<file path="config.mk">
export PLATFORM = sky130hd
export DESIGN_NAME = ata_wb_master
export DESIGN_NICKNAME = d
export VERILOG_FILES = /design/src/rtl/ata_wb_pkg.sv /design/src/rtl/ata_wb_timer.sv /design/src/rtl/ata_wb_master.sv
export SDC_FILE = /design/constraint.sdc
export NUM_CORES = 1
export LEC_CHECK = 0
export ABC_AREA = 1
export ABC_CLOCK_PERIOD_IN_PS = 4800
export BUFFER_PORTS_ARGS = -buffer_cell sky130_fd_sc_hd__buf_2
export CAP_MARGIN = 20
export CORE_AREA = 2 2 88 90
export DETAILED_ROUTE_END_ITERATION = 6
export DIE_AREA = 0 0 90 92
export PLACE_DENSITY = 0.71
export SLEW_MARGIN = 20
export SYNTH_ARGS = -nofsm -noshare
export SYNTH_HDL_FRONTEND = slang
export SYNTH_HIERARCHICAL = 1
export SYNTH_SLANG_ARGS = --single-unit
</file>
<file path="constraint.sdc">
create_clock -name wb_clk_i -period 4.8 [get_ports wb_clk_i]
set_input_delay 0.72 -clock wb_clk_i [delete_from_list [all_inputs] [get_ports wb_clk_i]]
set_output_delay 0.72 -clock wb_clk_i [all_outputs]
set_load 0.03 [all_outputs]
</file>
<file path="src/rtl/ata_wb_pkg.sv">
// Shared types and constants for the ATA Wishbone master: FSM states, response codes
// and the controller register map expressed as A6..A2 word addresses.
package ata_wb_pkg;

    typedef enum logic [1:0] {
        IDLE = 2'd0,
        BUS  = 2'd1,
        GAP  = 2'd2,
        RESP = 2'd3
    } state_t;

    localparam logic [1:0] RSP_OK  = 2'b00;
    localparam logic [1:0] RSP_ERR = 2'b01;
    localparam logic [1:0] RSP_RTY = 2'b10;
    localparam logic [1:0] RSP_TMO = 2'b11;

    // Controller register word addresses (byte offset >> 2); A6=1 selects the device
    localparam logic [4:0] ADR_CTRL     = 5'h00;
    localparam logic [4:0] ADR_STAT     = 5'h01;
    localparam logic [4:0] ADR_PCTR     = 5'h02;
    localparam logic [4:0] ADR_PFTR0    = 5'h03;
    localparam logic [4:0] ADR_PFTR1    = 5'h04;
    localparam logic [4:0] ADR_DTR0     = 5'h05;
    localparam logic [4:0] ADR_DTR1     = 5'h06;
    localparam logic [4:0] ADR_TXB_RXB  = 5'h0F;
    localparam logic [4:0] ADR_DEV_BASE = 5'h10;

    function automatic int max_int(input int a, input int b);
        return (a > b) ? a : b;
    endfunction

endpackage

</file>
<file path="src/rtl/ata_wb_timer.sv">
// Loadable saturating down-counter; reused for the bus-phase timeout and the retry gap.
module ata_wb_timer #(
    parameter int W = 8
) (
    input  logic         clk,
    input  logic         rst_n,
    input  logic         load,
    input  logic [W-1:0] load_val,
    input  logic         en,
    output logic         zero
);

    logic [W-1:0] cnt_q;
    logic [W-1:0] cnt_d;

    always_comb begin
        cnt_d = cnt_q;
        if (load) begin
            cnt_d = load_val;
        end else if (en && (cnt_q != '0)) begin
            cnt_d = cnt_q - 1'b1;
        end
    end

    always_ff @(posedge clk or negedge rst_n) begin
        if (!rst_n) begin
            cnt_q <= '0;
        end else begin
            cnt_q <= cnt_d;
        end
    end

    assign zero = (cnt_q == '0);

endmodule

</file>
<file path="src/rtl/ata_wb_master.sv">
// Wishbone classic master for the ATA host controller slave port: turns a 16-bit
// command/response handshake into single register cycles with retry and timeout.
module ata_wb_master
    import ata_wb_pkg::*;
#(
    parameter int TIMEOUT   = 255,
    parameter int MAX_RETRY = 3,
    parameter int RETRY_GAP = 4
) (
    input  logic        wb_clk_i,
    input  logic        arst_i,
    input  logic        cmd_valid_i,
    output logic        cmd_ready_o,
    input  logic        cmd_we_i,
    input  logic [4:0]  cmd_adr_i,
    input  logic [15:0] cmd_dat_i,
    output logic        rsp_valid_o,
    input  logic        rsp_ready_i,
    output logic [15:0] rsp_dat_o,
    output logic [1:0]  rsp_code_o,
    output logic        wb_cyc_o,
    output logic        wb_stb_o,
    output logic        wb_we_o,
    output logic [4:0]  wb_adr_o,
    output logic [31:0] wb_dat_o,
    output logic [3:0]  wb_sel_o,
    input  logic [31:0] wb_dat_i,
    input  logic        wb_ack_i,
    input  logic        wb_err_i,
    input  logic        wb_rty_i
);

    localparam int TW = max_int($clog2(TIMEOUT + 1), 8);
    localparam logic [TW-1:0] TO_LOAD  = TW'(TIMEOUT - 1);
    localparam logic [TW-1:0] GAP_LOAD = TW'(RETRY_GAP - 1);
    localparam logic [3:0]    RETRY_MAX = 4'(MAX_RETRY);

    state_t        state_q, state_d;
    logic          we_q, we_d;
    logic [4:0]    adr_q, adr_d;
    logic [15:0]   dat_q, dat_d;
    logic [3:0]    retry_q, retry_d;
    logic          cmd_ready_q, cmd_ready_d;
    logic          cyc_q, cyc_d;
    logic          rsp_valid_q, rsp_valid_d;
    logic [15:0]   rsp_dat_q, rsp_dat_d;
    logic [1:0]    rsp_code_q, rsp_code_d;

    logic          tmr_load;
    logic [TW-1:0] tmr_val;
    logic          tmr_en;
    logic          tmr_zero;

    // Upper half of the slave data bus carries nothing for 16-bit registers
    logic unused_dat_hi;
    assign unused_dat_hi = ^wb_dat_i[31:16];

    ata_wb_timer #(.W(TW)) u_timer (
        .clk      (wb_clk_i),
        .rst_n    (arst_i),
        .load     (tmr_load),
        .load_val (tmr_val),
        .en       (tmr_en),
        .zero     (tmr_zero)
    );

    always_comb begin
        state_d    = state_q;
        we_d       = we_q;
        adr_d      = adr_q;
        dat_d      = dat_q;
        retry_d    = retry_q;
        rsp_dat_d  = rsp_dat_q;
        rsp_code_d = rsp_code_q;
        tmr_load   = 1'b0;
        tmr_val    = TO_LOAD;
        tmr_en     = 1'b0;

        case (state_q)
            IDLE: begin
                if (cmd_valid_i && cmd_ready_q) begin
                    we_d     = cmd_we_i;
                    adr_d    = cmd_adr_i;
                    dat_d    = cmd_dat_i;
                    retry_d  = 4'd0;
                    tmr_load = 1'b1;
                    tmr_val  = TO_LOAD;
                    state_d  = BUS;
                end
            end
            BUS: begin
                if (wb_err_i) begin
                    rsp_code_d = RSP_ERR;
                    rsp_dat_d  = 16'h0000;
                    state_d    = RESP;
                end else if (wb_ack_i) begin
                    rsp_code_d = RSP_OK;
                    rsp_dat_d  = we_q ? 16'h0000 : wb_dat_i[15:0];
                    state_d    = RESP;
                end else if (wb_rty_i) begin
                    if (retry_q < RETRY_MAX) begin
                        retry_d  = retry_q + 4'd1;
                        tmr_load = 1'b1;
                        tmr_val  = GAP_LOAD;
                        state_d  = GAP;
                    end else begin
                        rsp_code_d = RSP_RTY;
                        rsp_dat_d  = 16'h0000;
                        state_d    = RESP;
                    end
                end else if (tmr_zero) begin
                    // Timer was loaded with TIMEOUT-1, so this is the TIMEOUT-th stb cycle
                    rsp_code_d = RSP_TMO;
                    rsp_dat_d  = 16'h0000;
                    state_d    = RESP;
                end else begin
                    tmr_en = 1'b1;
                end
            end
            GAP: begin
                if (tmr_zero) begin
                    tmr_load = 1'b1;
                    tmr_val  = TO_LOAD;
                    state_d  = BUS;
                end else begin
                    tmr_en = 1'b1;
                end
            end
            RESP: begin
                if (rsp_ready_i) begin
                    state_d = IDLE;
                end
            end
            default: state_d = IDLE;
        endcase

        // Outputs are registered from the next state so no bus input reaches a port combinationally
        cmd_ready_d = (state_d == IDLE);
        cyc_d       = (state_d == BUS);
        rsp_valid_d = (state_d == RESP);
    end

    always_ff @(posedge wb_clk_i or negedge arst_i) begin
        if (!arst_i) begin
            state_q     <= IDLE;
            we_q        <= 1'b0;
            adr_q       <= 5'd0;
            dat_q       <= 16'h0000;
            retry_q     <= 4'd0;
            cmd_ready_q <= 1'b0;
            cyc_q       <= 1'b0;
            rsp_valid_q <= 1'b0;
            rsp_dat_q   <= 16'h0000;
            rsp_code_q  <= RSP_OK;
        end else begin
            state_q     <= state_d;
            we_q        <= we_d;
            adr_q       <= adr_d;
            dat_q       <= dat_d;
            retry_q     <= retry_d;
            cmd_ready_q <= cmd_ready_d;
            cyc_q       <= cyc_d;
            rsp_valid_q <= rsp_valid_d;
            rsp_dat_q   <= rsp_dat_d;
            rsp_code_q  <= rsp_code_d;
        end
    end

    assign cmd_ready_o = cmd_ready_q;
    assign rsp_valid_o = rsp_valid_q;
    assign rsp_dat_o   = rsp_dat_q;
    assign rsp_code_o  = rsp_code_q;
    assign wb_cyc_o    = cyc_q;
    assign wb_stb_o    = cyc_q;
    assign wb_we_o     = we_q;
    assign wb_adr_o    = adr_q;
    assign wb_dat_o    = {16'h0000, dat_q};
    assign wb_sel_o    = 4'b1111;

endmodule

</file>
==> results_dict.tcl <==
set metrics [dict create \
    hold_violations 0 \
    cts_tree "done" \
    drt_pass1_iterations 4 \
    clkLatencyLatePin_ns 0.34 \
    fmax_mhz 400 \
    clockBufferDepth 2 \
    yosysWarnings 6 \
    slew_violations 0 \
    antenna_found_initial 0 \
    post-place-cells 498 \
    clk_pin_slew_ns 0.07 \
    grt_use_total_pct 14.4 \
    grt_pass1_wl_mm 9.56 \
    synth.distinct_cells 29 \
    startpoint_type "flop" \
    powerDensity_nw_per_um2 721 \
    dp_hpwl_mm 4.11 \
    ir_drop_mv 0.219 \
    avgSynthCellArea_um2 9.60 \
    cts-htree-levels 3 \
    critPathCaptureType "flop" \
    drcViolationCount 0 \
    fp.dieW_um 90 \
    cts_buffers 9 \
    p_leak_nw 1.99 \
    clock_sinks 57 \
    final.setup.worst_slack_ns 2.30 \
    worstSetupPathType "reg2reg" \
    rsz0062_at_grt "no" \
    critPathMaxFanout 25 \
    synthCells 316 \
    ant_nets 0 \
    finalSetupViolCount 0 \
    fin_crit_sh_pct 52.1 \
    required_ns 5.02 \
    p_total_w 0.00265 \
    cts-hold-fix-buffers 0 \
    dieArea_um2 8280 \
    ctsResizeCount 0 \
    period_needed_ns 2.50 \
    diodes 0 \
    status "finished, final reports clean" \
    gp_congestion 0.846 \
    synth_area_um2 3030 \
    tns_ns 0 \
    area_growth_pct 21.3 \
    rows 32 \
    grt_pass1_vias 2084 \
    pre_cts_slack_ns 2.25 \
    nets 476 \
    wl_mm 5.66 \
    viasPerCell 4.39 \
    post-cts-setup-buffers 0 \
    io_buffers 88 \
    fin_util_pct 49.4 \
    hold_class "reg2reg" \
    vias 2258 \
    drive_gt1_share_pct 37.1 \
    finClkSkew_ns 0.0101 \
    initial_core_util_pct 40.7 \
    ys_seq_area_share_pct 47.0 \
    cts_root_buf "clkbuf_8" \
    worstPathArrival_ns 2.73 \
    synth-seq-cells 57 \
    grt.overflow.total 0 \
    grt_max_degree 58 \
    dr.first_iter.drc_count 87 \
    tightest_slew_ns 0.759 \
    core-area_um2 7450 \
    die_h_um 92 \
    io_pins 125 \
    fin_cells 514 \
    drv_cap 0 \
    avgRoutedWirePerCell_um 11.0 \
    slew_headroom_pct 49.2 \
]
-- cell usage in the layout (no fill, tap or decap), drive strengths merged, types with 3 or more instances in the layout --
cell     n
conb    21
a21oi    4
ha       8
nand2   91
nor2    19
inv     30
nand3   20
clkbuf   9
nand4    3
mux2    22
buf     90
dfrtp   57
o21ai   29
-- layer usage --
layer / share of wire, % / vias to the layer above / track usage [%] / wire, um
met2: 48 / 57 / 23.2 / 2710
met5: 0 / - / 0 / 0
li1: - / 1151 / - / -
met1: 46 / 1043 / 18.3 / 2620
met3: 5.0 / 7 / 4.35 / 282
met4: 0.90 / 0 / 5.13 / 51
-- layout make-up --
| type | instances | area [um^2] |
|---|---|---|
| fillers | 702 | 3770 |
| flip-flops and latches | 57 | 1430 |
| multi-input cells | 220 | 1340 |
| repair buffers | 90 | 455 |
| well taps | 102 | 128 |
| clock buffers | 9 | 124 |
| inverters | 29 | 110 |
| clock inverters | 7 | 101 |
-- metrics by stage --
step | instance area, um^2 | hold WS (ns)
after global routing | 3680 | 0.501
after floorplan | 3110 | 0.424
after CTS | 3680 | 0.481
after global placement | 3450 | 0.462
after detailed placement | 3450 | 0.467
final | 3680 | 0.479
-- worst max-delay path, cell delays in order (launching register included) --
cell,delay (ns)
dfrtp_1,0.44
inv_1,0.15
ha_1,0.28
nand2_2,0.47
a31oi_1,0.33
buf_4,0.21
inv_1,0.17
nand2_4,0.16
clkinv_2,0.08
nand2_1,0.06
nand2_1,0.04
-- power breakdown --
| part | internal [W] | leakage (nW) | switching, W |
|---|---|---|---|
| Combinational | 0.000462 | 1.17 | 0.000850 |
| Clock | 0.000296 | 0.106 | 0.000209 |
| Sequential | 0.000698 | 0.722 | 0.000137 |
-- kinds of logic (layout without fill, tap and decap cells) --
logic type               after synthesis  in the layout  share of synthesized area [%]
adder cells (fa/ha/maj)                8              8                           3.30
AND/OR/NAND/NOR                      134            134                           19.5
flip-flops                            57             57                           47.0
multiplexers                          22             22                           10.5
AO/OA/AOI/OAI                         34             34                           7.75
other                                  2             21                          0.248
XOR/XNOR                               1              1                          0.289
buffers and inverters                 58            135                           11.3
-- synthesized netlist by cell type, drive strengths merged --
library cell  number  area, um^2
nand3             20         123
buf               28         230
inv               28         105
clkbuf             1        3.75
o21ai             29         209
nand2             91         354
clkinv             1        5.00
nor2              19        81.3
ha                 8         100
mux2              22         319
xnor2              1        8.76
dfrtp             57        1430
conb               2        7.51
nand4              3        18.8
nor3               1        16.3
a31oi              1        6.26
a21oi              4        20.0
-- flip-flops by register name (all words and copies together), names as in the netlist --
name	flops
rsp_code_o	2
wb_we_o	1
rsp_dat_o	16
cmd_ready_o	1
wb_adr_o	5
wb_cyc_o	1
dat_q	16
retry_q	4
rsp_valid_o	1
u_timer/cnt_q	8
state_q	2
-- worst paths after layout --
check / from / endpoint / slack, ns / cells past startpoint
max: state_q[0]$_DFF_PN0_ / u_timer/cnt_q[4]$_DFFE_PN0P_ / 2.30 / 10
min: rsp_dat_o[4]$_DFFE_PN0P_ / rsp_dat_o[4]$_DFFE_PN0P_ / 0.48 / 2
max reg2reg: state_q[0]$_DFF_PN0_ / u_timer/cnt_q[4]$_DFFE_PN0P_ / 2.30 / 10
min reg2reg: rsp_dat_o[4]$_DFFE_PN0P_ / rsp_dat_o[4]$_DFFE_PN0P_ / 0.48 / 2
max in group asynchronous: arst_i / rsp_dat_o[11]$_DFFE_PN0P_ / 3.82 / 2
min in group asynchronous: arst_i / dat_q[15]$_DFFE_PN0P_ / 0.50 / 2
Power figures use the tool's default switching activity.
